## config.mk

```make
export PLATFORM = sky130hd
export DESIGN_NAME = mux_sel_seq
export DESIGN_NICKNAME = d
export VERILOG_FILES = /design/src/rtl/mux_sel_seq.sv
export SDC_FILE = /design/constraint.sdc
export NUM_CORES = 1
export LEC_CHECK = 0
export CAP_MARGIN = 20
export CORE_MARGIN = 2
export CORE_UTILIZATION = 45
export DETAILED_ROUTE_END_ITERATION = 6
export PLACE_DENSITY = 0.74
export SYNTH_ARGS = -nofsm -noshare
export SYNTH_HDL_FRONTEND = slang
export SYNTH_SLANG_ARGS = --single-unit
```

## constraint.sdc

```tcl
create_clock -name clk -period 2.1 [get_ports clk]
set_input_delay 0.63 -clock clk [delete_from_list [all_inputs] [get_ports clk]]
set_output_delay 0.63 -clock clk [all_outputs]
set_load 0.02 [all_outputs]
```

## src/rtl/mux_sel_seq.sv

```systemverilog
// Select sequencer for an 8:1 mux. It latches a byte, then steps the mux select
// through all eight inputs, one step per accepted ready handshake.
module mux_sel_seq #(
   parameter bit          MSB_FIRST = 1'b0,
   parameter int unsigned DWELL     = 1
) (
   input  logic       clk,
   input  logic       rst_n,
   input  logic       load,
   input  logic [7:0] din,
   input  logic       ready,
   output logic [7:0] I,
   output logic [2:0] s,
   output logic       busy,
   output logic       bit_valid,
   output logic       last,
   output logic       done
);

   typedef enum logic [1:0] {
      ST_IDLE  = 2'b00,
      ST_SHIFT = 2'b01,
      ST_DONE  = 2'b10
   } state_t;

   localparam logic [3:0] DWELL_MAX = 4'(DWELL - 1);
   localparam logic [2:0] S_START   = MSB_FIRST ? 3'd7 : 3'd0;

   state_t     r_state, w_state;
   logic [7:0] r_i, w_i;
   logic [2:0] r_s, w_s;
   logic [2:0] r_step, w_step;
   logic [3:0] r_dwell, w_dwell;
   logic       r_busy, w_busy;
   logic       r_bit_valid, w_bit_valid;
   logic       r_last, w_last;
   logic       r_done, w_done;
   logic       w_accept;

   // NOTE: every signal gets a default before the case, so no path leaves one
   // unassigned and no latch is inferred; blocking '=' is correct in always_comb.
   always_comb begin
      w_state  = r_state;
      w_i      = r_i;
      w_s      = r_s;
      w_step   = r_step;
      w_dwell  = r_dwell;
      w_accept = 1'b0;

      case (r_state)
         ST_IDLE: begin
            if (load) begin
               w_state = ST_SHIFT;
               w_i     = din;
               w_s     = S_START;
               w_step  = 3'd0;
               w_dwell = 4'd0;
            end
         end
         ST_SHIFT: begin
            w_accept = ready && (r_dwell == DWELL_MAX);
            if (r_dwell != DWELL_MAX) w_dwell = r_dwell + 4'd1;
            if (w_accept) begin
               // The final step leaves s on its end value instead of wrapping it.
               if (r_step == 3'd7) begin
                  w_state = ST_DONE;
               end else begin
                  w_s     = MSB_FIRST ? (r_s - 3'd1) : (r_s + 3'd1);
                  w_step  = r_step + 3'd1;
                  w_dwell = 4'd0;
               end
            end
         end
         ST_DONE: w_state = ST_IDLE;
         default: w_state = ST_IDLE;
      endcase

      // Output flops are loaded from the next state, so they line up with r_state.
      w_busy      = (w_state == ST_SHIFT) || (w_state == ST_DONE);
      w_bit_valid = (w_state == ST_SHIFT);
      w_last      = (w_state == ST_SHIFT) && (w_step == 3'd7);
      w_done      = (w_state == ST_DONE);
   end

   // NOTE: sequential state uses non-blocking '<=' so that all flops update
   // together on the clock edge.
   always_ff @(posedge clk or negedge rst_n) begin
      if (!rst_n) begin
         r_state     <= ST_IDLE;
         r_i         <= 8'd0;
         r_s         <= 3'd0;
         r_step      <= 3'd0;
         r_dwell     <= 4'd0;
         r_busy      <= 1'b0;
         r_bit_valid <= 1'b0;
         r_last      <= 1'b0;
         r_done      <= 1'b0;
      end else begin
         r_state     <= w_state;
         r_i         <= w_i;
         r_s         <= w_s;
         r_step      <= w_step;
         r_dwell     <= w_dwell;
         r_busy      <= w_busy;
         r_bit_valid <= w_bit_valid;
         r_last      <= w_last;
         r_done      <= w_done;
      end
   end

   assign I         = r_i;
   assign s         = r_s;
   assign busy      = r_busy;
   assign bit_valid = r_bit_valid;
   assign last      = r_last;
   assign done      = r_done;

endmodule

```

* Word-level counts from Yosys, hierarchy flattened
Cells that the tools add are included.
Cells by class: eq/ne operators 8, add/sub/neg operators 3, mux-type cells 17, reduce and logical (&&, ||, !) cells 10
Operators by type and width (count):
- $mux W3 | 6
- $mux W4 | 4
- $pmux W3 S2 | 2
- $pmux W4 S2 | 1
- $add A3 B1 Y3 const B | 2
- $eq A3 B3 Y1 const B | 2
- $mux W2 | 3
- $ne A2 B2 Y1 const B | 3
- $add A4 B1 Y4 const B | 1
- $eq A2 B1 Y1 const B | 2
- $logic_not A4 Y1 | 1
- $pmux W2 S2 | 1
- $reduce_and A2 Y1 | 2
- $reduce_and A4 Y1 | 1
- $reduce_bool A4 Y1 | 1
- $eq A2 B2 Y1 const B | 1
- $logic_and A1 B1 Y1 | 2
- $logic_not A2 Y1 | 1
- $reduce_bool A2 Y1 | 1
- $logic_or A1 B1 Y1 | 1
Storage, ports and cells: logic and storage cells 47, flip-flop bits (word level) 24, input bits 12, output and inout port bits 15

* Longest topological paths before layout
depth after elaboration 6, gate-level depth with buffers 8, mapped depth without buffers 8

* Worst setup path after synthesis
OpenSTA, ideal clock, no wires.
path type register to register, start register r_dwell[0], end register r_last, in the netlist last, cell stages (with the launch flop) 9, library setup time 0.120 ns, path buffers 0, data arrival time 1.836 ns, path slack 0.143 ns, period minus slack after synthesis 1.957 ns, required time 1.980 ns, cell sequence dfrtp_1 > inv_1 > ha_1 > or3b_4 > or2_2 > a21oi_1 > inv_1 > ha_1 > o211a_1
Between the ends: cells in the longest elaborated chain, start to end 6, elaborated cells on any way between the ends 9, classes of those cells eq/ne: 2; mux: 4; reduce/logical: 3
RTL lines:
- from (decl) | line 33 | logic [3:0] r_dwell, w_dwell;
- from (signal assigned) | line 103 | r_dwell <= w_dwell;
- $logic_not A4 Y1 | line 61 | w_accept = ready && (r_dwell == DWELL_MAX);
- $logic_and A1 B1 Y1 | line 61
- $mux W2 | line 63 | if (w_accept) begin
- $pmux W2 S2 | line 50 | case (r_state)
- named net w_state[0] | line 29 | state_t r_state, w_state;
- $eq A2 B1 Y1
- named net w_bit_valid | line 35 | logic r_bit_valid, w_bit_valid;
- $logic_and A1 B1 Y1 | line 81 | w_last = (w_state == ST_SHIFT) && (w_step == 3'd7);
- named net w_last | line 36 | logic r_last, w_last;
- to (signal assigned) | line 106 | r_last <= w_last;
- to (decl) | line 36
The timed path passes the listed nets, and every way through them passes these cells. A chain may end at the register's enable or synchronous reset.

* Worst setup path after layout
Ends and elaborated chain as after synthesis.

==> impl_summary.md <==
Timing
The final-report hold violation count is 0. In this run the tightest slew margin relative to its limit is 0.7488. Subtracting the final worst setup slack from the clock period gives 1.965 ns. Setup violations remaining at the end of the flow were counted as 0. The fraction of the cycle the final worst path needs is 0.9359.

On the final layout, the worst hold slack is roughly 0.49 ns. Static timing analysis puts the maximum clock frequency at 0.5088 GHz. The clock tree skew after final layout is slightly above 0.01 ns. Setup repair after global routing left no endpoint under its margin. The final count of pins violating max slew was 0. The slew at the pin with the worst max-slew slack is 0.3760 ns.

Routing
The count of routing violations after the opening detailed-route iteration is 14. The total routed wirelength is 2.078 mm. The antenna violation net count after detailed routing is 0.

The overall via count from detail_route is a little under 900. The post-detailed-route via-to-cell ratio is 5.181. The routed wire length per instance is 12.15 um.

In the routed design, unresolved DRC markers number 0. The count of TritonRoute iterations in the first routing pass is 4.

Synthesis
The synthesized netlist occupies a cell area of 1096 um^2. The area fraction in compound gates after synthesis came to 0.09361. The mux contribution to synthesized area is 0.01941. Of the total synthesized cell area, the portion taken by XOR and XNOR cells is 0. Of the total synthesized cell area, the portion taken by full adders, half adders and majority gates is 0.06849. The simple-gate area share of the yosys netlist is 0.2386. Synthesis produced a netlist whose cell count is 108. Of the synthesized area, sequential elements account for 0.5479. The post-synth net total is 126. The main combinational cell family by area after synthesis is simple AND/OR/NAND/NOR gates. The count of state elements after synthesis is 24. The Yosys warning count is 0. The number of different library cells used by synthesis comes to 30. The synthesized area per cell is 10.15 um^2.

Layout
The summed area of non-filler cells in the final layout is between 1000 and 1500 um^2. Compared with the post-synthesis result, the final layout area differs by 34.70%. The net count of the finished layout is 163.

Of the cells placed in the final design, the portion with a size suffix greater than 1 is 0.1608. Leaving out fill and tap cells, the most frequent cells in the layout are sky130_fd_sc_hd__nand2_1 (31), sky130_fd_sc_hd__clkdlybuf4s50_1 (26), sky130_fd_sc_hd__dfrtp_1 (24), sky130_fd_sc_hd__buf_4 (10). Leaving out fill and tap cells, the most frequent cell in the layout is sky130_fd_sc_hd__nand2_1. The sequential cells in the finished layout cover a total of 600.6 um^2.

The area of the multi-input gates is between 400 and 500 um^2. The number of antenna repair diodes is 0. Fill cells in the final layout number 203. The count of cells in the finished layout, fillers not included, comes to 171.

Power
For this design the static power due to leakage is 0.7219 nW. VDD sags by at most 845.5 uV. Dividing total power by cell area gives a power density of 1364 nW/um^2.

Critical path
The standard cell with the maximum stage delay on the critical path is sky130_fd_sc_hd__dfrtp_1. The required time reported for the critical path endpoint is 2.32 ns. Traced cell by cell, the critical path runs through inv_1 > ha_1 > or3b_4 > or2_2 > a21oi_2 > inv_1 > ha_1 > o211a_1. The beginning of the worst register-to-register path is r_dwell[0].

The critical path is of the register to register type. The data arrival time at the worst-slack endpoint is 2.18 ns. The maximum fanout along the worst path is 2.

The biggest cell delay along the critical path is 0.40 ns. The critical path starts at r_dwell[0]. The nature of the critical path startpoint is a register. The worst setup path is captured at a register.

Global routing
The via count of the first global-routing pass is 887. For this run the aggregate overflow at the end of global routing stands at 0. The number of antenna violations at the first check in global routing is 0. Entering global routing, the biggest net connects 25 pins. The first global-routing pass estimated 3.719 mm of wire. For this run, the total global-route usage over all layers was measured as 0.1849.

Hold path
The path class of the lowest-slack min-delay path is register to register. The source of the worst hold timing path is I[2].

Clocking
Counting along the longest clock path gives a buffer depth of 2. The number of clock buffers added by TritonCTS is 3. The library cell used as clock root buffer is sky130_fd_sc_hd__clkbuf_4.

The clock tree from TritonCTS is yes. The clock-pin slew reported for the worst setup and hold paths after clock tree synthesis is approximately 0.12 ns. For this design, the CTS-stage hold fixing added 0 buffers.

Counting every sink on the clock net gives 24. The later pin in the worst-skew pair is clocked with a latency of between 0.3 and 0.4 ns. In this run the number of H-tree levels came out at 1.

Run
The max capacitance violation total is 0.

Placement
The detailed placer's ending HPWL is approximately 1.6 mm. Routability-driven placement finished with a final weighted congestion of between 0.7 and 0.8. The number of input and output port buffers inserted is 26.

The placed instances occupy a cell area of roughly 1400 um^2. Once placement completed, the tool counted placed cells totaling 167.

Floorplan
The starting density of the core is 0.4861. Measured along the y axis, the die boundary spans 53.35 um. The die outline area is roughly 2800 um^2. The floorplan step set the die width to between 50 and 60 um. Row generation in the floorplan step produced 17 rows. The number of top-level pins is 27.

The total core area is 2255 um^2.

Outcome
The flow ran to the end, and the final reports show no timing, DRC or antenna violations.
per-layer routing:
metal | track usage | share of wire | vias to the layer above
met4 | 0.06410 | 0.015 | 0
li1 | - | - | 437
met5 | 0 | 0 | -
met1 | 0.2436 | 0.46 | 420
met2 | 0.2922 | 0.45 | 25
met3 | 0.04802 | 0.072 | 4
area by class of cell:
type                            instances  share of cell area
Sequential cell                        24              0.4068
Inverter                                5             0.01271
Timing Repair Buffer                   36              0.2271
Tap cell                               28             0.02373
Multi-Input combinational cell         75              0.3144
Clock buffer                            3             0.01525
registers in the layout (all words and copies together) (netlist names):
signal / cells
r_state: 2
last: 1
r_dwell: 4
busy: 1
done: 1
s: 3
I: 8
r_step: 3
bit_valid: 1
critical path, delay by kind of cell (launching register included):
family	cells	cell delay, ns
AO/OA/AOI/OAI	2	0.30
adder cells (fa/ha/maj)	2	0.36
buffers and inverters	2	0.14
flip-flops	1	0.40
AND/OR/NAND/NOR	2	0.69
final timing paths:
path / slack, ns / end / cells past startpoint
max in group asynchronous: 1.21 / I[2] / 2
setup / recovery: 0.13 / last / 8
min in group asynchronous: 0.66 / last / 2
hold / removal: 0.49 / I[2] / 2
setup reg to reg: 0.13 / last / 8
hold reg to reg: 0.49 / I[2] / 2
Yosys cell counts:
library cell | instances | area (um^2)
sky130_fd_sc_hd__nor3b_2 | 2 | 25.02
sky130_fd_sc_hd__nor2_1 | 4 | 15.01
sky130_fd_sc_hd__a32o_1 | 1 | 10.01
sky130_fd_sc_hd__dfrtp_1 | 24 | 600.6
sky130_fd_sc_hd__a22o_1 | 2 | 17.52
sky130_fd_sc_hd__nand4_1 | 2 | 12.51
sky130_fd_sc_hd__o311ai_0 | 1 | 8.760
sky130_fd_sc_hd__nor2b_1 | 1 | 6.260
sky130_fd_sc_hd__nand2_1 | 31 | 116.4
sky130_fd_sc_hd__nor3b_1 | 1 | 7.510
sky130_fd_sc_hd__ha_1 | 6 | 75.07
sky130_fd_sc_hd__nand3_1 | 6 | 30.03
sky130_fd_sc_hd__o21ai_0 | 3 | 15.01
sky130_fd_sc_hd__a21bo_2 | 1 | 10.01
sky130_fd_sc_hd__o211a_1 | 1 | 10.01
sky130_fd_sc_hd__inv_1 | 5 | 18.77
sky130_fd_sc_hd__or3b_4 | 1 | 11.26
sky130_fd_sc_hd__or3b_2 | 1 | 8.760
sky130_fd_sc_hd__mux2i_1 | 1 | 10.01
sky130_fd_sc_hd__mux2_2 | 1 | 11.26
sky130_fd_sc_hd__nand2b_1 | 1 | 6.260
sky130_fd_sc_hd__a22o_2 | 1 | 10.01
sky130_fd_sc_hd__o21bai_1 | 1 | 7.510
sky130_fd_sc_hd__a21oi_1 | 1 | 5.000
sky130_fd_sc_hd__a21o_2 | 1 | 8.760
sky130_fd_sc_hd__clkbuf_1 | 3 | 11.26
sky130_fd_sc_hd__nor3_1 | 2 | 10.01
sky130_fd_sc_hd__buf_2 | 1 | 5.000
sky130_fd_sc_hd__or2_2 | 1 | 6.260
sky130_fd_sc_hd__or3_1 | 1 | 6.260
cell families after synthesis:
logic type | Yosys count
and+or+nand+nor | 54
DFF | 24
AOI/OAI and AO/OA | 13
buffers and inverters | 9
adders and majority gates | 6
muxes | 2
what timing repair did:
item,CTS,global route
gates resized for setup,0,1
endpoints found under the setup margin,0,3
buffers inserted,0,1
endpoints found under the hold margin,0,0
report_power, final:
group	switching [mW]	total [mW]	leakage, nW	internal, mW
sequential	0.139	0.788	0.296	0.649
clock	0.126	0.193	0.0138	0.0670
combinational	0.501	1.03	0.412	0.532
total	0.766	2.01	0.722	1.25
metrics by stage:
stage          TNS [ns]  total power [mW]  setup slack (ns)  utilization
3_5_place_dp    -0.4375             1.819           -0.1791       0.6398
4_1_cts               0             2.015           0.01999       0.6498
2_1_floorplan         0             1.358            0.1432            -
5_1_grt               0             2.183           0.01543       0.6548
3_3_place_gp    -0.1472             1.784           -0.1035       0.6398
6_report              0             2.014            0.1347       0.6548
No activity file was read; power rests on OpenSTA's default activity.
